File: config.mk
export PLATFORM = sky130hd
export DESIGN_NAME = ps2_host_tx
export DESIGN_NICKNAME = d
export VERILOG_FILES = /design/src/rtl/ps2_host_tx.sv
export SDC_FILE = /design/constraint.sdc
export NUM_CORES = 1
export LEC_CHECK = 0
export CAP_MARGIN = 20
export CORE_MARGIN = 10
export CORE_UTILIZATION = 35
export DETAILED_ROUTE_END_ITERATION = 8
export SYNTH_ARGS = -nofsm -noshare
export SYNTH_HDL_FRONTEND = slang
export SYNTH_SLANG_ARGS = --single-unit
File: constraint.sdc
create_clock -name clock -period 3.9 [get_ports clock]
set_clock_uncertainty 0.05 [all_clocks]
set_input_delay 0.39 -clock clock [delete_from_list [all_inputs] [get_ports clock]]
set_output_delay 0.39 -clock clock [all_outputs]
set_load 0.02 [all_outputs]
File: src/rtl/ps2_host_tx.sv
// ps2_host_tx: PS/2 host-to-device command transmitter producing open-drain line enables
module ps2_host_tx #(
    parameter int INHIBIT_CYCLES       = 10000,
    parameter int START_TIMEOUT_CYCLES = 1500000,
    parameter int BIT_TIMEOUT_CYCLES   = 200000
) (
    input  logic       clock,
    input  logic       reset,
    input  logic [7:0] tx_data,
    input  logic       tx_valid,
    output logic       tx_ready,
    input  logic       ps2_clk_in,
    input  logic       ps2_data_in,
    output logic       ps2_clk_oe,
    output logic       ps2_data_oe,
    output logic       busy,
    output logic       rx_inhibit,
    output logic       tx_done,
    output logic       tx_err,
    output logic [1:0] err_code
);
    localparam int CW = $clog2(START_TIMEOUT_CYCLES + 1);
    localparam logic [CW-1:0] INH_LAST  = CW'(INHIBIT_CYCLES - 1);
    localparam logic [CW-1:0] START_MAX = CW'(START_TIMEOUT_CYCLES);
    localparam logic [CW-1:0] BIT_MAX   = CW'(BIT_TIMEOUT_CYCLES);

    typedef enum logic [3:0] {IDLE, INHIBIT, REQ, WAIT_FIRST, SEND, ACK, WAIT_IDLE, DONE, FAIL} state_t;

    state_t        state;
    logic [2:0]    clk_sync;
    logic [1:0]    data_sync;
    logic [9:0]    frame;
    logic [3:0]    idx;
    logic [CW-1:0] cnt;
    logic [CW-1:0] cnt_inc;
    logic          sync_clk;
    logic          sync_data;
    logic          fe;
    logic          accept;
    logic          tmo;
    logic          bus_idle;
    logic [1:0]    fail_code;

    assign sync_clk   = clk_sync[1];
    assign sync_data  = data_sync[1];
    assign fe         = ~clk_sync[1] & clk_sync[2];
    assign bus_idle   = sync_clk & sync_data;
    assign tx_ready   = state == IDLE;
    assign busy       = ~tx_ready;
    assign rx_inhibit = busy;
    assign accept     = tx_valid & tx_ready;
    assign cnt_inc    = (cnt == '1) ? cnt : cnt + 1'b1;
    assign tmo        = cnt >= ((state == WAIT_FIRST) ? START_MAX : BIT_MAX);
    assign fail_code  = (state == WAIT_FIRST && !fe && tmo) ? 2'b01 :
                        (state == ACK && fe && sync_data) ? 2'b11 :
                        (((state == SEND || state == ACK) && !fe && tmo) ||
                         (state == WAIT_IDLE && !bus_idle && tmo)) ? 2'b10 : 2'b00;

    // Bring the asynchronous lines into the clock domain; idle-high reset avoids a false edge
    always_ff @(posedge clock) begin
        if (reset) begin
            clk_sync  <= 3'b111;
            data_sync <= 2'b11;
        end else begin
            clk_sync  <= {clk_sync[1:0], ps2_clk_in};
            data_sync <= {data_sync[0], ps2_data_in};
        end
    end

    // Frame sequencer with registered line enables and one-cycle done/err strobes
    always_ff @(posedge clock) begin
        if (reset) begin
            state       <= IDLE;
            ps2_clk_oe  <= 1'b0;
            ps2_data_oe <= 1'b0;
            tx_done     <= 1'b0;
            tx_err      <= 1'b0;
            err_code    <= 2'b00;
            frame       <= '0;
            idx         <= '0;
            cnt         <= '0;
        end else begin
            tx_done <= 1'b0;
            tx_err  <= 1'b0;
            cnt     <= cnt_inc;
            if (fail_code != 2'b00) begin
                state       <= FAIL;
                tx_err      <= 1'b1;
                err_code    <= fail_code;
                ps2_clk_oe  <= 1'b0;
                ps2_data_oe <= 1'b0;
            end else begin
                case (state)
                    IDLE: if (accept) begin
                        frame      <= {1'b1, ~^tx_data, tx_data};
                        err_code   <= 2'b00;
                        cnt        <= '0;
                        idx        <= '0;
                        ps2_clk_oe <= 1'b1;
                        state      <= INHIBIT;
                    end
                    INHIBIT: if (cnt == INH_LAST) begin
                        ps2_data_oe <= 1'b1;
                        state       <= REQ;
                    end
                    REQ: begin
                        ps2_clk_oe <= 1'b0;
                        cnt        <= '0;
                        state      <= WAIT_FIRST;
                    end
                    WAIT_FIRST: if (fe) begin
                        ps2_data_oe <= ~frame[0];
                        idx         <= 4'd1;
                        cnt         <= '0;
                        state       <= SEND;
                    end
                    SEND: if (fe) begin
                        ps2_data_oe <= ~frame[idx];
                        idx         <= idx + 4'd1;
                        cnt         <= '0;
                        state       <= (idx == 4'd9) ? ACK : SEND;
                    end
                    ACK: if (fe) begin
                        cnt   <= '0;
                        state <= WAIT_IDLE;
                    end
                    WAIT_IDLE: if (bus_idle) begin
                        tx_done <= 1'b1;
                        state   <= DONE;
                    end
                    default: state <= IDLE;
                endcase
            end
        end
    end
endmodule
Word level (Yosys, flattened, before mapping)
Index checks and enable logic that the tools add are counted.

Memories kept: 0. Word-level logic and storage cells: 111. ROM bits: 0. Output and inout port bits: 9. Bits in writable memories: 0. Register bits after elaboration: 50. Latch bits: 0.

Add/sub/neg operators: 2. $lt $le $gt $ge: 2. Reductions and logical operators: 30. Eq/ne operators: 21. Multiply operators: 0. Div/mod/pow operators: 0. Shift-type cells: 0. Bitwise logic cells: 9. Mux-type cells: 35.

Operators by type and width (number): $mux 21 (5); $pmux 21 s3 (1); $mux 4 (10); $pmux 4 s7 (1); $add 21x1->21 const B (1); $eq 21x14->1 const B (1); $eq 21x21->1 const B (1); $ge 21x21->1 (1); $eq 4x3->1 const B (3); $mux 2 (6); $ne 3x2->1 const B (4); $pmux 4 s3 (1); $reduce_and 6->1 (2); $ne 2x2->1 const B (5); $eq 4x2->1 const B (2); $logic_and 1x1->1 (8); $mux 1 (8); $reduce_bool 2->1 (4); $reduce_xnor 8->1 (1); $not 1->1 (6); $reduce_bool 3->1 (2); $reduce_or 3->1 (2); $lt 4x5->1 const B (1); $reduce_and 5->1 (1); other kinds (17) (22).

Logic depth before layout (Yosys ltp)
Word-level depth: 12. Gate-level depth with buffers: 10. Mapped depth without buffers: 9.

Least setup slack after synthesis
Ideal clock, no wire load.

Kind: register to register. Start: reg state[1]. End: reg err_code[0]. Clock period less this slack: 2.841 ns. Arrival: 2.665 ns. Stages on the path, launching flop included: 10. Path slack: 1.059 ns. Path buffers: 2. Library setup time: 0.126 ns. Cells stage by stage: dfxtp_1 clkbuf_1 clkbuf_1 nand3_1 ha_1 nand4b_1 or4_1 o2111ai_1 o21a_1 o22ai_1.

Word-level cells in the longest chain between the ends: 11. Elaborated cells between the ends (all ways): 26. Classes of those cells: order compare: 1; eq/ne: 4; mux: 5; bitwise: 1; reduce/logical: 15.

Ends and longest elaborated chain: from (decl) (line 29) `state_t state;`; from (signal assigned) (line 121) `state <= (idx == 4'd9) ? ACK : SEND;`; $eq 4x2->1, or another cell as far along (line 53, 54); $mux 21 / $logic_or 1x1->1 (equally long branches) (line 53, 56); $ge 21x21->1 / $logic_and 1x1->1 (equally long branches) (line 53, 56); $logic_and 1x1->1, on equally long branches (line 56, 57); $logic_or 1x1->1 (line 56) `(((state == SEND || state == ACK) && !fe && tmo) ||`; $mux 2 (line 57) `(state == WAIT_IDLE && !bus_idle && tmo)) ? 2'b10 : 2'b00;`; $mux 2 (line 55) `(state == ACK && fe && sync_data) ? 2'b11 :`; $mux 2 (line 54) `assign fail_code = (state == WAIT_FIRST && !fe && tmo) ? 2'b01 :`; $reduce_bool 2->1 (line 86) `if (fail_code != 2'b00) begin`; $reduce_bool 2->1 (no line); $reduce_and 2->1 (no line); to (signal assigned) (line 89) `err_code <= fail_code;`; to (decl) (line 20) `output logic [1:0] err_code`.

Parallel ways exist; a longest one is shown, timed or not. A chain may end at the register's enable or synchronous reset.

Worst setup path in the final report
Start: reg state[2]. End: reg err_code[1].

Same word-level chain as after synthesis.

==> run_summary.xml <==
<?xml version="1.0" encoding="UTF-8"?>
<metrics>
  <group name="critical_path">
    <metric name="crit_type" unit="">reg -&gt; reg</metric>
    <metric name="cp.required" unit="ns">4.03</metric>
    <metric name="critPathArrivalTime" unit="ns">3.34</metric>
    <metric name="critPathCaptureType" unit="">register</metric>
    <metric name="timing.critical_path.slowest_stage_cell" unit="">sky130_fd_sc_hd__dfxtp_1</metric>
    <metric name="cpPeakStageDelay" unit="ns">0.61</metric>
    <metric name="worstPathBufferInverterCount" unit="">1</metric>
    <metric name="crit_path_max_fanout" unit="">15</metric>
    <metric name="critical_path.top_delay_family" unit="">simple AND/OR/NAND/NOR gates</metric>
    <metric name="cp_num_cells" unit="">9</metric>
    <metric name="critical_path.startpoint_type" unit="">register</metric>
    <metric name="reg2reg_depth" unit="">9</metric>
    <metric name="worstPathCellList" unit="">nor2_1 -&gt; nand3_1 -&gt; inv_1 -&gt; ha_1 -&gt; nand4_1 -&gt; or4_1 -&gt; o2111ai_1 -&gt; o21a_1 -&gt; o22ai_1</metric>
  </group>
  <group name="grt">
    <metric name="grt_overflow_total" unit="">0</metric>
    <metric name="first_global_vias" unit="">2250</metric>
    <metric name="pin_count_of_the_biggest_net_entering_global_routing" unit="">25</metric>
    <metric name="groute.usage.overall" unit="">0.109</metric>
    <metric name="grt_first_pass_wirelength" unit="um">10700</metric>
    <metric name="antenna_violations_before_repair" unit="">0</metric>
  </group>
  <group name="drt">
    <metric name="met2RoutedLength" unit="um">2920</metric>
    <metric name="route.detailed.drc" unit="">0</metric>
    <metric name="top_layer_used" unit="">met4</metric>
    <metric name="drtPass1Iterations" unit="">4</metric>
    <metric name="wire_per_inst" unit="um">14.4</metric>
    <metric name="vias" unit="">2439</metric>
    <metric name="detail_route.wirelength.met1" unit="um">3130</metric>
    <metric name="ant_nets" unit="">0</metric>
    <metric name="route.met3.wl" unit="um">349</metric>
    <metric name="drt_first_iter_violations" unit="">99</metric>
    <metric name="routed_wl" unit="um">6440</metric>
    <metric name="avgViaCountPerCell" unit="">5.47</metric>
  </group>
  <group name="synthesis">
    <metric name="postSynth.asyncResetShare" unit="">0</metric>
    <metric name="synth.cells.most_frequent" unit="">sky130_fd_sc_hd__dfxtp_1, sky130_fd_sc_hd__nor2_1, sky130_fd_sc_hd__a21oi_1, sky130_fd_sc_hd__nand2_1, sky130_fd_sc_hd__inv_1</metric>
    <metric name="mappedNetlistNets" unit="">355</metric>
    <metric name="synth.top_cells.by_area" unit="">sky130_fd_sc_hd__dfxtp_1, sky130_fd_sc_hd__ha_1, sky130_fd_sc_hd__mux2i_1, sky130_fd_sc_hd__a21oi_1, sky130_fd_sc_hd__nor2_1</metric>
    <metric name="yosysTopAreaCellShare" unit="">0.355</metric>
    <metric name="synthesis.area" unit="mm^2">0.00282</metric>
    <metric name="synth_area_leader_cell" unit="">sky130_fd_sc_hd__dfxtp_1</metric>
    <metric name="synth.lib_cells_used.distinct" unit="">56</metric>
    <metric name="yosysWarningCount" unit="">0</metric>
    <metric name="count_of_flip_flops_with_a_built_in_enable_after_synthesis" unit="">0</metric>
    <metric name="ff_latch_count_synth" unit="">50</metric>
    <metric name="synthMostInstantiatedCell" unit="">sky130_fd_sc_hd__dfxtp_1</metric>
    <metric name="synth_seq_area_share" unit="">0.355</metric>
    <metric name="dominantRegCellSynth" unit="">sky130_fd_sc_hd__dfxtp_1</metric>
    <metric name="avgSynthCellArea" unit="um^2">8.59</metric>
    <metric name="postSynthCellCount" unit="">328</metric>
  </group>
  <group name="timing">
    <metric name="max_clock_freq" unit="GHz">0.311</metric>
    <metric name="totalNegativeSetupSlack" unit="ns">0</metric>
    <metric name="timing.final.crit_period" unit="ns">3.21</metric>
    <metric name="worst_slew_margin_rel" unit="">0.472</metric>
    <metric name="actual_transition_at_the_worst_max_transition_pin" unit="ns">0.781</metric>
    <metric name="timing_hold_violations_final" unit="">0</metric>
    <metric name="final_min_period_over_clock_period" unit="">0.824</metric>
    <metric name="finalMaxSlewViolations" unit="">0</metric>
    <metric name="rsz0062_at_grt" unit="">no</metric>
    <metric name="timing.final.setup_violations" unit="">0</metric>
  </group>
  <group name="final_layout">
    <metric name="antenna_cells" unit="">0</metric>
    <metric name="final-instance-count-excl-fill" unit="">446</metric>
    <metric name="fraction_of_final_layout_cells_with_drive_strength_greater_than_1" unit="">0.0814</metric>
    <metric name="finalNetCount" unit="">370</metric>
    <metric name="layout.core_utilization" unit="">0.414</metric>
    <metric name="flow.area_growth_from_synthesis" unit="%">14.1</metric>
  </group>
  <group name="floorplanning">
    <metric name="die_h" unit="um">110</metric>
    <metric name="ios" unit="">22</metric>
    <metric name="design.die.area" unit="mm^2">0.0120</metric>
    <metric name="num_rows" unit="">32</metric>
    <metric name="die_x" unit="um">110</metric>
    <metric name="floorplan.initialDensity" unit="">0.363</metric>
    <metric name="core_area" unit="mm^2">0.00777</metric>
  </group>
  <group name="power_and_ir_drop">
    <metric name="leakagePower" unit="uW">0.00112</metric>
    <metric name="power.density" unit="mW/mm^2">324</metric>
    <metric name="fin_total_pwr" unit="uW">1040</metric>
    <metric name="vdd_drop_max" unit="mV">0.145</metric>
  </group>
  <group name="clock_tree">
    <metric name="cts_post_setup_buffers_inserted" unit="">0</metric>
    <metric name="clk_pin_slew" unit="ns">0.09</metric>
    <metric name="holdBufCountCts" unit="">0</metric>
    <metric name="cts.sinks" unit="">50</metric>
    <metric name="cts.htree.levels" unit="">2</metric>
    <metric name="clock_latency_of_the_later_clocked_register_in_the_worst_skew_pair" unit="ns">0.31</metric>
    <metric name="clockRootBuffer" unit="">sky130_fd_sc_hd__clkbuf_8</metric>
    <metric name="cts-resized-gates" unit="">0</metric>
    <metric name="cts-buffers-inserted" unit="">5</metric>
    <metric name="clk_path_buf_depth" unit="">2</metric>
    <metric name="cts_tree" unit="">built</metric>
  </group>
  <group name="job">
    <metric name="max_cap_violations" unit="">0</metric>
  </group>
  <group name="status">
    <metric name="status" unit="">complete, no violations</metric>
  </group>
  <group name="placed_design">
    <metric name="dp.cells" unit="">438</metric>
    <metric name="post_detail_place_hpwl" unit="um">4630</metric>
    <metric name="port_buffers" unit="">21</metric>
    <metric name="routabilityCongestion" unit="">0.856</metric>
  </group>
  <group name="hold_path">
    <metric name="hold-path-cell-count" unit="">1</metric>
    <metric name="min_path_type" unit="">reg -&gt; reg</metric>
  </group>
</metrics>
## sequential cells by signal (all words and copies together), names as in the netlist
| name | count |
|---|---|
| cnt | 21 |
| tx_done | 1 |
| data_sync | 2 |
| tx_err | 1 |
| idx | 4 |
| ps2_clk_oe | 1 |
| err_code | 2 |
| clk_sync | 3 |
| state | 4 |
| frame | 10 |
| ps2_data_oe | 1 |
## metal layers
layer  vias to the layer above  global-route usage
met4                         0              0.0279
met5                         -                   0
li1                       1228                   -
met2                        53               0.173
met3                         4              0.0316
met1                      1154               0.141
## cell usage in the layout, fill, tap and decap left out, types with 3 or more instances in the layout
cell	Yosys	layout
sky130_fd_sc_hd__a211oi_1	4	4
sky130_fd_sc_hd__a21oi_1	27	27
sky130_fd_sc_hd__a31oi_1	5	5
sky130_fd_sc_hd__buf_4	2	3
sky130_fd_sc_hd__clkbuf_8	0	5
sky130_fd_sc_hd__clkdlybuf4s50_1	0	21
sky130_fd_sc_hd__dfxtp_1	50	50
sky130_fd_sc_hd__ha_1	14	14
sky130_fd_sc_hd__inv_1	15	15
sky130_fd_sc_hd__mux2i_1	14	14
sky130_fd_sc_hd__nand2_1	20	20
sky130_fd_sc_hd__nand3_1	8	8
sky130_fd_sc_hd__nand4_1	9	9
sky130_fd_sc_hd__nor2_1	34	34
sky130_fd_sc_hd__nor2b_1	4	4
sky130_fd_sc_hd__nor3_1	7	7
sky130_fd_sc_hd__nor4_1	5	5
sky130_fd_sc_hd__nor4b_1	5	5
sky130_fd_sc_hd__o21ai_0	9	9
sky130_fd_sc_hd__o21bai_1	4	4
sky130_fd_sc_hd__o31ai_1	7	7
sky130_fd_sc_hd__or2_2	5	5
sky130_fd_sc_hd__or3_1	4	4
sky130_fd_sc_hd__or4_1	7	7
sky130_fd_sc_hd__xnor2_1	11	11
sky130_fd_sc_hd__xor2_1	3	3
## worst paths after layout
path	slack, ns	endpoint	from
max reg2reg	0.69	err_code[1]	state[2]
min reg2reg	0.37	clk_sync[1]	clk_sync[0]
min	0.37	clk_sync[1]	clk_sync[0]
max	0.69	err_code[1]	state[2]
## kinds of logic (layout without fill, tap and decap cells)
group / Yosys count / count (layout) / share of synthesized area
and+or+nand+nor: 129 / 129 / 0.256
AOI/OAI and AO/OA: 74 / 74 / 0.171
DFF: 50 / 50 / 0.355
buffers and inverters: 31 / 47 / 0.0466
muxes: 16 / 16 / 0.0657
adders and majority gates: 14 / 14 / 0.0621
xor gates and xnor gates: 14 / 14 / 0.0435
## power by group
part	leakage, uW	internal [uW]	switching, uW
Sequential	0.000406	528	17.7
Combinational	0.000656	61.1	62.6
Clock	0.0000585	192	179
## final cells by class
cell class | instances | area, um^2
Fill cell | 811 | 4550
Multi-Input combinational cell | 247 | 1690
Sequential cell | 50 | 1000
Timing Repair Buffer | 24 | 233
Tap cell | 102 | 128
Clock buffer | 5 | 68.8
Inverter | 15 | 56.3
Clock inverter | 3 | 43.8
## per-stage QoR
step	hold WS (ns)	area, um^2	setup WS (ns)
2_1_floorplan	0.339	2820	1.06
3_3_place_gp	0.346	3100	0.818
3_5_place_dp	0.348	3100	0.699
4_1_cts	0.374	3220	0.700
5_1_grt	0.384	3220	0.426
6_report	0.369	3220	0.686
Power figures use the tool's default switching activity.
